`src/rtl/pc_flow_ctrl_pkg.sv`:
```
// pc_flow_ctrl_pkg: NPC operation encodings and PC flow FSM state encodings.
package pc_flow_ctrl_pkg;
  localparam logic [2:0] NPC_PLUS4  = 3'b000;
  localparam logic [2:0] NPC_BRANCH = 3'b001;
  localparam logic [2:0] NPC_JUMP   = 3'b010;
  localparam logic [2:0] NPC_JALR   = 3'b100;
  typedef enum logic [1:0] {
    PCF_RUN  = 2'd0,
    PCF_WAIT = 2'd1,
    PCF_PEND = 2'd2
  } pcf_state_t;
endpackage

```
`src/rtl/pc_flow_ctrl_perf.sv`:
```
// pc_flow_ctrl_perf: saturating stall/redirect/wait cycle counters.
module pc_flow_perf #(
  parameter int CNT_W = 32
) (
  input  logic             clk,
  input  logic             rst,
  input  logic             stall_ev,
  input  logic             redir_ev,
  input  logic             wait_ev,
  output logic [CNT_W-1:0] stall_cnt,
  output logic [CNT_W-1:0] redirect_cnt,
  output logic [CNT_W-1:0] wait_cnt
);
  always_ff @(posedge clk) begin
    if (rst) begin
      stall_cnt    <= '0;
      redirect_cnt <= '0;
      wait_cnt     <= '0;
    end else begin
      if (stall_ev && !(&stall_cnt)) stall_cnt <= stall_cnt + 1'b1;
      if (redir_ev && !(&redirect_cnt)) redirect_cnt <= redirect_cnt + 1'b1;
      if (wait_ev && !(&wait_cnt)) wait_cnt <= wait_cnt + 1'b1;
    end
  end
endmodule

```
`src/rtl/pc_flow_ctrl.sv`:
```
// pc_flow_ctrl: next-PC sequencing and pipeline stall/flush control.
// Define PC_FLOW_PERF_CNT_EN to add saturating performance counters.
module pc_flow_ctrl
  import pc_flow_ctrl_pkg::*;
#(
  parameter int XLEN = 32
`ifdef PC_FLOW_PERF_CNT_EN
  , parameter int CNT_W = 32
`endif
) (
  input  logic            clk,
  input  logic            rst,
  input  logic            mem_valid,
  input  logic            mem_branch,
  input  logic            mem_zero,
  input  logic            mem_jal,
  input  logic            mem_jalr,
  input  logic            id_load_use,
  input  logic            imem_ready,
  input  logic [XLEN-1:0] npc_in,
  output logic [2:0]      npc_op,
  output logic            pc_we,
  output logic            pc_src_pend,
  output logic [XLEN-1:0] pc_pend,
  output logic            j_fetch,
  output logic            if_id_stall,
  output logic            if_id_flush,
  output logic            id_ex_flush,
  output logic            ex_mem_flush,
  output logic            busy
`ifdef PC_FLOW_PERF_CNT_EN
  , output logic [CNT_W-1:0] stall_cnt
  , output logic [CNT_W-1:0] redirect_cnt
  , output logic [CNT_W-1:0] wait_cnt
`endif
);
  pcf_state_t state, nxt;
  logic redirect, pend_ld;
  assign redirect = mem_valid & (mem_jal | mem_jalr | (mem_branch & mem_zero));
  assign busy = !rst && state != PCF_RUN;
  always_comb
    npc_op = (state == PCF_PEND || !mem_valid) ? NPC_PLUS4 :
             mem_jalr ? NPC_JALR : mem_jal ? NPC_JUMP : mem_branch ? NPC_BRANCH : NPC_PLUS4;
  always_comb begin
    nxt          = state;
    pend_ld      = 1'b0;
    pc_we        = 1'b0;
    pc_src_pend  = 1'b0;
    j_fetch      = 1'b0;
    if_id_stall  = 1'b0;
    if_id_flush  = 1'b0;
    id_ex_flush  = 1'b0;
    ex_mem_flush = 1'b0;
    if (rst) begin
      if_id_flush  = 1'b1;
      id_ex_flush  = 1'b1;
      ex_mem_flush = 1'b1;
    end else begin
      case (state)
        PCF_RUN: begin
          if (redirect) begin
            if_id_flush  = 1'b1;
            id_ex_flush  = 1'b1;
            ex_mem_flush = 1'b1;
            pc_we        = imem_ready;
            pend_ld      = !imem_ready;
            nxt          = imem_ready ? PCF_RUN : PCF_PEND;
          end else if (id_load_use) begin
            j_fetch     = 1'b1;
            if_id_stall = 1'b1;
            id_ex_flush = 1'b1;
          end else if (!imem_ready) begin
            j_fetch     = 1'b1;
            if_id_flush = 1'b1;
            nxt         = PCF_WAIT;
          end else pc_we = 1'b1;
        end
        PCF_WAIT: begin
          j_fetch = 1'b1;
          if (redirect) begin
            if_id_flush  = 1'b1;
            id_ex_flush  = 1'b1;
            ex_mem_flush = 1'b1;
            pend_ld      = 1'b1;
            nxt          = PCF_PEND;
          end else begin
            if_id_stall = id_load_use;
            if_id_flush = !id_load_use;
            id_ex_flush = id_load_use;
            pc_we       = imem_ready;
            nxt         = imem_ready ? PCF_RUN : PCF_WAIT;
          end
        end
        default: begin
          pc_src_pend = 1'b1;
          if_id_flush = 1'b1;
          pc_we       = imem_ready;
          nxt         = imem_ready ? PCF_RUN : PCF_PEND;
        end
      endcase
    end
  end
  always_ff @(posedge clk) begin
    if (rst) begin
      state   <= PCF_RUN;
      pc_pend <= '0;
    end else begin
      state <= nxt;
      if (pend_ld) pc_pend <= npc_in;
    end
  end
`ifdef PC_FLOW_PERF_CNT_EN
  logic stall_ev, redir_ev, wait_ev;
  assign stall_ev = !rst && !redirect && id_load_use && state != PCF_PEND;
  assign redir_ev = !rst && redirect && state != PCF_PEND;
  assign wait_ev  = !rst && state != PCF_RUN;
  pc_flow_perf #(.CNT_W(CNT_W)) u_perf (
    .clk(clk), .rst(rst), .stall_ev(stall_ev), .redir_ev(redir_ev), .wait_ev(wait_ev),
    .stall_cnt(stall_cnt), .redirect_cnt(redirect_cnt), .wait_cnt(wait_cnt)
  );
`endif
endmodule

```
`config.mk`:
```
export PLATFORM = sky130hd
export DESIGN_NAME = pc_flow_ctrl
export DESIGN_NICKNAME = d
export VERILOG_FILES = /design/src/rtl/pc_flow_ctrl_pkg.sv /design/src/rtl/pc_flow_ctrl_perf.sv /design/src/rtl/pc_flow_ctrl.sv
export SDC_FILE = /design/constraint.sdc
export NUM_CORES = 1
export LEC_CHECK = 0
export ABC_CLOCK_PERIOD_IN_PS = 3700
export BUFFER_PORTS_ARGS = -buffer_cell sky130_fd_sc_hd__buf_2
export CAP_MARGIN = 20
export CORE_ASPECT_RATIO = 1.1
export CORE_UTILIZATION = 47
export CTS_BUF_LIST = sky130_fd_sc_hd__clkbuf_4 sky130_fd_sc_hd__clkbuf_8 sky130_fd_sc_hd__clkbuf_16
export CTS_CLUSTER_SIZE = 28
export DETAILED_ROUTE_END_ITERATION = 6
export GPL_ROUTABILITY_DRIVEN = 0
export PLACE_DENSITY = 0.84
export SYNTH_ARGS = -nofsm -noshare
export SYNTH_HDL_FRONTEND = slang
export SYNTH_SLANG_ARGS = --single-unit
```
`constraint.sdc`:
```
create_clock -name clk -period 3.7 [get_ports clk]
set_input_delay 0.37 -clock clk [delete_from_list [all_inputs] [get_ports clk]]
set_output_delay 0.37 -clock clk [all_outputs]
set_load 0.02 [all_outputs]
```
* Word-level counts from Yosys, hierarchy flattened
Cells that the tools add are included.
** Storage, ports and cells
- Logic and storage cells :: 64
- Register bits :: 34
** Operators by class
- Equality and inequality tests :: 4
- Bitwise logic cells :: 4
- Reduce and logical (&&, ||, !) cells :: 10
- Muxes and demuxes :: 44
** Operators by type and width (number)
- $mux W1 :: 29
- $mux W2 :: 6
- $pmux W1 S2 :: 6
- $mux W3 :: 2
- $ne A3 B3 Y1 const B :: 2
- $logic_not A1 Y1 :: 4
- $pmux W2 S2 :: 1
- $and A1 B1 Y1 :: 2
- $eq A2 B1 Y1 const B :: 1
- $eq A2 B2 Y1 const B :: 1
- $logic_not A2 Y1 :: 1
- $or A1 B1 Y1 :: 2
- $reduce_and A2 Y1 :: 1
- $reduce_bool A2 Y1 :: 1
- $reduce_or A2 Y1 :: 1
- $logic_and A1 B1 Y1 :: 1
- $logic_or A1 B1 Y1 :: 1

* Depth between registers and ports, before layout
Gate-level depths: netlist (run 1).
- Depth in word-level cells :: 6
- Mapped depth :: 5
- Depth with buffers taken out :: 3

* Worst setup path before layout (run 1)
No wires, ideal clock.
- Path type :: register -> output
- Start :: reg state[1]
- End :: out npc_op[0]
- Required time :: 3330 ps
- Stages on the path, launching flop included :: 5
- Arrival :: 1419 ps
- Slack :: 1911 ps
- Cell sequence :: dfxtp_1 > buf_2 > inv_1 > o21ai_0 > nor4b_1
** Between the ends
- Word-level cells in the longest chain between the ends :: 3
** Ends and longest elaborated chain
- from (decl) :: RTL line pc_flow_ctrl.sv:37 : pcf_state_t state, nxt;
- from (signal assigned) :: RTL line pc_flow_ctrl.sv:108 : state <= nxt;
- $eq A2 B2 Y1 :: RTL line pc_flow_ctrl.sv:42 : npc_op = (state == PCF_PEND || !mem_valid) ? NPC_PLUS4 :
- $logic_or A1 B1 Y1 :: RTL line pc_flow_ctrl.sv:42
- $mux W3 :: RTL line pc_flow_ctrl.sv:42
- to (decl) :: RTL line pc_flow_ctrl.sv:21 : output logic [2:0] npc_op,
Every way passes these cells.

* Worst setup path after layout (run 1)
- Start :: in mem_jalr
- End :: out j_fetch
** Between the ends
- Word-level cells in the longest chain between the ends :: 6
** Ends and longest elaborated chain
- from (decl) :: RTL line pc_flow_ctrl.sv:17 : input logic mem_jalr,
- $or A1 B1 Y1 (2 in a row) :: RTL line pc_flow_ctrl.sv:39 : assign redirect = mem_valid & (mem_jal | mem_jalr | (mem_branch & mem_zero));
- $and A1 B1 Y1 :: RTL line pc_flow_ctrl.sv:39
- $mux W1 :: RTL line pc_flow_ctrl.sv:61 : if (redirect) begin
- $pmux W1 S2 :: RTL line pc_flow_ctrl.sv:59 : case (state)
- $mux W1 :: RTL line pc_flow_ctrl.sv:54 : if (rst) begin
- to (decl) :: RTL line pc_flow_ctrl.sv:25 : output logic j_fetch,
Every way passes these cells.

==> results.py, run 1 <==
metrics = {
    "clock_tree": {
        "cts_tree": "yes",
        "insertion_delay_ns": 0.33,
        "root_buffer": "clkbuf_4",
        "hold_buffers": 0,
        "path_clk_slew_ns": 0.10,
        "clock_path_buffers": 2,
        "cts_sinks": 34,
        "cts-resized-gates": 0,
        "cts.htree.levels": 2,
        "cts_buffers": 5,
        "postCtsSetupRepairBufs": 0,
    },
    "synthesis": {
        "syn-cell-area_mm2": 0.00151,
        "synth_seq_cells": 34,
        "avgSynthCellArea_um2": 8.84,
        "synth_edf_count": 0,
        "synth_nets": 212,
        "yosysMostFrequentCell": "nand2_1",
        "ys_seq_area_share_pct": 45.0,
        "async_flop_share_pct": 0,
        "yosysWarnings": 0,
        "synth_common_cells": "nand2_1, dfxtp_1, mux2i_1",
        "yosysTopAreaCell": "dfxtp_1",
        "synth_area_leaders": "dfxtp_1, mux2i_1, nand2_1",
        "yosysTopAreaCellShare_pct": 45.0,
        "ys.flop_type": "dfxtp_1",
        "synthCells": 171,
        "ys_types": 23,
    },
    "setup_path": {
        "critical_path.slowest_cell": "a211oi_2",
        "cpMostUsedCell": "buf_2",
        "path_class": "input port to output port",
        "crit_chain": "buf_2 > a211oi_2 > nand2b_1 > o221a_2 > buf_2",
        "start_kind": "input port",
        "cp_max_fo": 7,
        "crit_arrival_ns": 1.53,
        "worstSetupEndpointType": "output port",
        "cp_slowest_stage_delay_ns": 0.37,
        "cp.required_ns": 3.33,
    },
    "power": {
        "seq_power_share_pct": 53.4,
        "internal_power_uw": 533,
        "power_uw": 741,
        "p_per_area_mw_per_mm2": 375,
        "p_switching_uw": 208,
        "swShare_pct": 28.1,
        "max-vdd-ir-drop_mv": 0.263,
        "pwr-share-comb_pct": 20.1,
        "p_leak_uw": 0.000981,
        "clkPwrFrac_pct": 26.5,
    },
    "final_layout": {
        "area_delta_synth_final_pct": 30.8,
        "stdcell_count": 286,
        "diodes": 0,
        "layout-drive-gt1-share_pct": 37.7,
        "final_nets": 294,
        "nFillCells": 266,
        "utilization_pct": 64.9,
    },
    "sta": {
        "maxSlewViolCount": 0,
        "tns_ns": 0,
        "rsz0062_at_grt": "no",
        "finalSetupViolations": 0,
        "fin_crit_ns": 1.90,
        "relSlewSlack_pct": 69.6,
        "hold_violations": 0,
        "post-route-period-util_pct": 51.4,
        "fin_skew_ns": 0.00612,
        "fmax_mhz": 526,
        "tightest_slew_ns": 0.453,
    },
    "routing": {
        "drt_pass1_iterations": 4,
        "drt-total-wl_um": 2910,
        "ant_nets": 0,
        "wire_per_inst_um": 10.2,
        "drtIter0Drc": 40,
        "drc_errors": 0,
        "vias_per_cell": 4.86,
        "via_count": 1390,
    },
    "placement": {
        "place_hpwl_um": 2130,
        "numPlacedInstances": 280,
        "port_buffers": 83,
    },
    "floorplanning": {
        "floorplan.initialDensity_pct": 49.6,
        "die_w_um": 56.1,
        "row_count": 21,
        "dieArea_mm2": 0.00345,
        "num_io_pins": 84,
        "die_y_um": 61.5,
        "core_mm2": 0.00305,
    },
    "status": {
        "run_status": "completed",
    },
    "global_route": {
        "gr-total-overflow": 0,
        "grt_max_degree": 49,
        "grt_pass1_vias": 1083,
        "grt_pass1_wl_um": 4460,
        "antenna_found_initial": 0,
        "grtUsageTotal_pct": 17.0,
    },
    "worst_hold_path": {
        "hold_class": "input port to flop",
    },
    "job": {
        "maxCapViolCount": 0,
    },
}
==> per-stage QoR <==
stage	setup WS [ns]	hold slack [ns]	area [um2]
2_1_floorplan	1.91	0.449	1510
6_report	1.80	0.271	1980
4_1_cts	1.80	0.256	1980
3_3_place_gp	1.83	0.440	1930
3_5_place_dp	1.81	0.444	1930
5_1_grt	1.70	0.253	1980
==> layout by cell type, fill, tap and decap left out, drive strengths merged <==
| cell type | count |
|---|---|
| a211oi | 2 |
| a21oi | 1 |
| a221oi | 1 |
| and3 | 1 |
| and4b | 1 |
| buf | 86 |
| clkbuf | 6 |
| clkinv | 1 |
| dfxtp | 34 |
| inv | 2 |
| mux2i | 32 |
| nand2 | 64 |
| nand2b | 4 |
| nor2 | 7 |
| nor2b | 1 |
| nor3b | 2 |
| nor4b | 2 |
| o211ai | 1 |
| o21ai | 2 |
| o221a | 1 |
| o311ai | 1 |
==> per-layer routing <==
layer  vias up  global-route usage (%)  part of all wire [%]
met3         5                    9.03                   8.3
met4         0                    7.32                   1.3
met5         -                       0                     0
met2        50                    27.4                    44
li1        726                       -                     -
met1       609                    19.3                    47
==> power by group through the flow <==
stage | registers, uW | logic (uW) | clock network [uW]
floorplan | 426 | 75.4 | 0
global placement | 403 | 148 | 0
detailed placement | 404 | 151 | 0
CTS | 396 | 151 | 204
global route | 398 | 163 | 221
finish | 395 | 149 | 196
==> cells by family after synthesis <==
family | Yosys count | synth area share, %
AO/OA/AOI/OAI | 9 | 4.72
multiplexers | 32 | 21.2
buffers and inverters | 14 | 5.13
AND/OR/NAND/NOR | 82 | 23.9
flip-flops | 34 | 45.0
==> state kept, by name (all words and copies together) (netlist names) <==
| register | flops |
|---|---|
| state | 2 |
| pc_pend | 32 |
==> critical path: cells and delay by family <==
| family | cells | cell delay [ns] |
|---|---|---|
| compound gates | 2 | 0.59 |
| buf+inv | 2 | 0.27 |
| simple gates | 1 | 0.30 |
==> path summary, 6_finish.rpt <==
| path | slack (ns) | cells after the start | to | start |
|---|---|---|---|---|
| max reg2reg | 2.24 | 4 | pc_pend[10] | state[0] |
| min reg2reg | 0.46 | 2 | pc_pend[18] | pc_pend[18] |
| max | 1.80 | 5 | j_fetch | mem_jalr |
| min | 0.27 | 2 | state[1] | rst |
==> final cells by class <==
cell class / instances / area [um2] / area share, %
clock buffer: 6 / 51.3 / 2.59
tap: 34 / 42.5 / 2.15
multi-input combinational: 123 / 753 / 38.1
sequential: 34 / 681 / 34.4
timing repair buffer: 86 / 438 / 22.2
inverter: 3 / 11.3 / 0.570
Note: power is estimated with default switching activity, not from simulation.
==> inputs of run 2 (changes only) <==
ABC_CLOCK_PERIOD_IN_PS = 1800   (was 3700)
CORE_UTILIZATION = 43   (was 47)
PLACE_DENSITY = 0.78   (was 0.84)
clock period = 1.8 ns   (was 3.7 ns; I/O delays follow)
==> results.py, run 2 (synthesis results as in run 1) <==
metrics = {
    "status": {
        "run_status": "completed",
    },
    "final_layout": {
        "layout-drive-gt1-share_pct": 39.2,
        "reg_top3": "pc_pend x32, state x2",
        "area_delta_synth_final_pct": 33.4,
        "stdcell_count": 303,
        "nFillCells": 330,
        "final_area_mm2": 0.00202,
        "regMostFlops": "pc_pend",
        "diodes": 0,
        "largest_reg_flops": 32,
        "mostFrequentLayoutCell": "buf_2",
        "final_nets": 295,
        "layout_common_cells": "buf_2, nand2_1, dfxtp_1, mux2i_1, nor2_1",
    },
    "power": {
        "p_per_area_mw_per_mm2": 779,
        "p_leak_uw": 0.000993,
        "power_uw": 1570,
        "max-vdd-ir-drop_mv": 0.499,
    },
    "placement": {
        "placed_cell_area_mm2": 0.00195,
        "port_buffers": 83,
        "numPlacedInstances": 295,
        "dp_worst_setup_slack_ns": 0.262,
        "place_hpwl_um": 2190,
    },
    "routing": {
        "drtIter0Drc": 51,
        "drt_pass1_iterations": 4,
        "drc_errors": 0,
        "drt-total-wl_um": 3070,
        "wire_per_inst_um": 10.1,
        "via_count": 1414,
        "ant_nets": 0,
        "vias_per_cell": 4.67,
    },
    "sta": {
        "fin_crit_ns": 1.68,
        "fmax_mhz": 596,
        "tns_ns": 0,
        "hold_violations": 0,
        "relSlewSlack_pct": 74.2,
        "rsz0062_at_grt": "no",
        "tightest_slew_ns": 0.387,
        "setup_ws_ns": 0.122,
        "finalSetupViolations": 0,
        "fin_skew_ns": 0.00719,
        "maxSlewViolCount": 0,
        "post-route-period-util_pct": 93.2,
    },
    "setup_path": {
        "worstSetupEndpointType": "output port",
        "crit_chain": "inv_1 > o21ai_0 > nor4b_1 > buf_2",
        "critical_path.slowest_cell": "dfxtp_2",
        "crit_family": "flip-flops",
        "crit_arrival_ns": 1.50,
        "start_kind": "flop",
        "cp.required_ns": 1.62,
        "cp_slowest_stage_delay_ns": 0.38,
        "path_class": "flop to output port",
        "cp_max_fo": 8,
        "timing.critical_path.buf_inv": 2,
    },
    "clock_tree": {
        "root_buffer": "clkbuf_4",
        "cts_tree": "yes",
        "cts_buffers": 5,
        "insertion_delay_ns": 0.33,
        "cts_sinks": 34,
        "clock_path_buffers": 2,
        "postCtsSetupRepairBufs": 0,
        "path_clk_slew_ns": 0.11,
        "cts.htree.levels": 2,
    },
    "job": {
        "maxCapViolCount": 0,
    },
    "global_route": {
        "grt_pass1_wl_um": 4800,
        "gr-total-overflow": 0,
        "grtUsageTotal_pct": 16.5,
        "grt_pass1_vias": 1147,
        "grt_max_degree": 43,
        "antenna_found_initial": 0,
    },
    "floorplanning": {
        "dieArea_mm2": 0.00376,
        "floorplan.initialDensity_pct": 45.0,
        "row_count": 22,
        "die_y_um": 64.2,
        "core_mm2": 0.00336,
        "num_io_pins": 84,
        "die_w_um": 58.5,
    },
    "worst_hold_path": {
        "hold_class": "input port to flop",
    },
}
-- run 2: changes by cell type in the layout (fill, tap and decap cells not counted) --
cell / change
clkinv_1: -1
buf_4: +1
clkinv_2: +1
inv_2: +1
dfxtp_2: +1
dfxtp_1: -1
clkinvlp_4: +1
-- run 2: path summary, 6_finish.rpt --
path               from          to  slack [ns]  cells after the start
min          imem_ready    state[1]        0.08                      2
max reg2reg    state[0]  pc_pend[8]        0.33                      4
min reg2reg  pc_pend[7]  pc_pend[7]        0.46                      2
max            state[1]   npc_op[0]        0.12                      4
-- run 2: power breakdown --
part,internal (uW),switching [uW]
Clock,188,258
Combinational,128,181
Sequential,793,21.2
-- run 2: timing repair --
action                     in CTS  in global routing
hold buffers                    0                  0
setup endpoints to repair       0                  3
gates resized for setup         0                  1
-- run 2: per-stage QoR --
step | utilization, % | hold WS [ns]
after CTS | 60.0 | 0.0651
after global placement | 58.1 | 0.429
final | 60.0 | 0.0840
after floorplan | - | 0.259
after global routing | 60.0 | 0.0529
after detailed placement | 58.1 | 0.435
-- run 2: routing by layer --
| layer | global-route usage (%) | wire length, um |
|---|---|---|
| met1 | 19.8 | 1400 |
| met2 | 25.6 | 1380 |
| met3 | 6.68 | 260 |
| met4 | 7.14 | 30 |
| met5 | 0 | 0 |
-- run 2: layout make-up --
class,count,area (um2),area share (%)
Clock buffer,6,51.3,2.55
Multi-Input combinational cell,123,753,37.4
Clock inverter,2,12.5,0.621
Timing Repair Buffer,87,445,22.1
Tap cell,48,60.1,2.98
Sequential cell,34,682,33.8
Inverter,3,11.3,0.559
==> inputs of run 3 (changes only) <==
ABC_AREA = 1   (was unset)
CORE_UTILIZATION = 44   (was 43)
PLACE_DENSITY = 0.79   (was 0.78)
==> results.py, run 3 <==
metrics = {
    "power": {
        "pwr-share-comb_pct": 23.3,
        "internal_power_uw": 1160,
        "p_per_area_mw_per_mm2": 824,
        "p_leak_uw": 0.00127,
        "seq_power_share_pct": 50.1,
        "clkPwrFrac_pct": 26.6,
        "p_switching_uw": 519,
        "swShare_pct": 31.0,
        "power_uw": 1680,
        "max-vdd-ir-drop_mv": 0.390,
    },
    "synthesis": {
        "synth_area_leaders": "dfxtp_1, nand2_1, nor2_1",
        "avgSynthCellArea_um2": 6.20,
        "yosysMostFrequentCell": "nand2_1",
        "synth_edf_count": 0,
        "async_flop_share_pct": 0,
        "ys.flop_type": "dfxtp_1",
        "ys_seq_area_share_pct": 44.1,
        "synth_nets": 290,
        "synthCells": 249,
        "synth_common_cells": "nand2_1, nor2_1, inv_1",
        "synth_seq_cells": 34,
        "syn-cell-area_mm2": 0.00154,
        "ys_types": 16,
        "yosysTopAreaCellShare_pct": 44.1,
        "yosysTopAreaCell": "dfxtp_1",
        "yosysWarnings": 0,
    },
    "setup_path": {
        "path_class": "flop to output port",
        "start_kind": "flop",
        "crit_start": "state[1]",
        "cp.required_ns": 1.62,
        "reg2regPathDepth": 6,
        "r2r_start": "state[1]",
        "crit_arrival_ns": 1.41,
        "r2r-end": "pc_pend[6]",
        "reg2reg_setup_slack_ns": 0.49,
        "worstSetupEndpointType": "output port",
        "cp_max_fo": 7,
    },
    "clock_tree": {
        "path_clk_slew_ns": 0.10,
        "cts_sinks": 34,
        "cts_tree": "yes",
        "cts.htree.levels": 2,
        "postCtsSetupRepairBufs": 0,
        "insertion_delay_ns": 0.33,
        "root_buffer": "clkbuf_4",
        "cts_buffers": 5,
        "clock_path_buffers": 2,
        "hold_buffers": 0,
        "cts-resized-gates": 0,
    },
    "floorplanning": {
        "core_mm2": 0.00333,
        "row_count": 22,
        "die_w_um": 58.5,
        "die_y_um": 64.1,
        "floorplan.initialDensity_pct": 46.3,
        "num_io_pins": 84,
        "dieArea_mm2": 0.00375,
    },
    "sta": {
        "fin_crit_ns": 1.59,
        "fin_skew_ns": 0.00618,
        "post-route-period-util_pct": 88.5,
        "rsz0062_at_grt": "no",
        "fmax_mhz": 628,
        "tns_ns": 0,
        "relSlewSlack_pct": 77.2,
        "tightest_slew_ns": 0.338,
        "finalSetupViolations": 0,
        "maxSlewViolCount": 0,
        "hold_violations": 0,
    },
    "routing": {
        "ant_nets": 0,
        "wire_per_inst_um": 8.49,
        "drtIter0Drc": 72,
        "drt-total-wl_um": 3230,
        "drc_errors": 0,
        "via_count": 1608,
        "drt_pass1_iterations": 4,
        "vias_per_cell": 4.22,
    },
    "global_route": {
        "grtUsageTotal_pct": 18.2,
        "grt_pass1_vias": 1360,
        "gr-total-overflow": 0,
        "antenna_found_initial": 0,
        "grt_pass1_wl_um": 5330,
        "grt_max_degree": 38,
    },
    "final_layout": {
        "utilization_pct": 61.0,
        "final_nets": 373,
        "regArea_um2": 681,
        "area_delta_synth_final_pct": 31.7,
        "regMostFlops": "pc_pend",
        "diodes": 0,
        "nFillCells": 334,
        "largest_reg_flops": 32,
        "layout_common_cells": "buf_2, nand2_1, nor2_1, inv_1, dfxtp_1",
        "layout-drive-gt1-share_pct": 28.8,
        "reg_top3": "pc_pend x32, state x2",
        "multiInputGateArea_um2": 636,
        "mostFrequentLayoutCell": "buf_2",
    },
    "worst_hold_path": {
        "hold_start": "npc_in[24]",
        "holdPathEnd": "pc_pend[24]",
        "worstHoldPathCells": 3,
        "hold_class": "input port to flop",
    },
    "placement": {
        "port_buffers": 83,
        "place_hpwl_um": 2350,
    },
    "job": {
        "maxCapViolCount": 0,
    },
    "status": {
        "run_status": "completed",
    },
}
-- run 3: changes by cell type in the layout (fill, tap and decap cells not counted), sizes merged, moves of 2 or more --
cell / delta
a211oi: -2
a21oi: +3
inv: +37
mux2i: -32
nand2: +14
nand2b: -4
nor2: +69
nor3b: -2
nor4b: -2
-- run 3: power groups by stage --
stage | logic [uW] | clock network (uW) | registers, uW
floorplan | 194 | 0 | 925
global placement | 388 | 0 | 854
detailed placement | 392 | 0 | 856
CTS | 394 | 466 | 839
global route | 445 | 486 | 846
finish | 390 | 446 | 839
-- run 3: per-stage QoR --
step	area [um2]	hold WS [ns]	instances	setup WS, ns
2_1_floorplan	1540	0.249	249	0.677
3_3_place_gp	1970	0.401	373	0.530
3_5_place_dp	1970	0.409	373	0.508
4_1_cts	2030	0.0508	381	0.180
5_1_grt	2030	0.0747	381	0.0908
6_report	2030	0.0602	381	0.207
-- run 3: worst max-delay path: stages (launching register included) --
cell	delay, ns
dfxtp_1	0.46
inv_2	0.09
o21ai_0	0.30
nor2_1	0.07
buf_2	0.16
-- run 3: metal layers --
layer  wire [um]  part of all wire [%]  GRT usage [%]
met1        1450                    45           21.9
met2        1450                    45           29.6
met3         270                   8.3           5.67
met4          62                   1.9           8.04
met5           0                     0              0
-- run 3: cells by family after synthesis --
family                 Yosys count  share of synthesized area [%]
AND/OR/NAND/NOR                156                           38.2
buffers and inverters           51                           14.7
flip-flops                      34                           44.1
AO/OA/AOI/OAI                    8                           3.00
-- run 3: worst max-delay path by stage --
stage / endpoint / slack, ns / depth (start not counted)
floorplan: j_fetch / 0.68 / 5
global placement: pc_we / 0.53 / 8
detailed placement: pc_pend[6] / 0.51 / 6
CTS: npc_op[0] / 0.18 / 4
global route: npc_op[1] / 0.09 / 4
finish: npc_op[1] / 0.21 / 4
-- run 3: layout make-up --
class | instances | area share, %
sequential | 34 | 33.5
multi-input combinational | 164 | 31.3
timing repair buffer | 86 | 21.6
inverter | 41 | 7.57
tap | 48 | 2.96
clock buffer | 7 | 2.89
clock inverter | 1 | 0.246
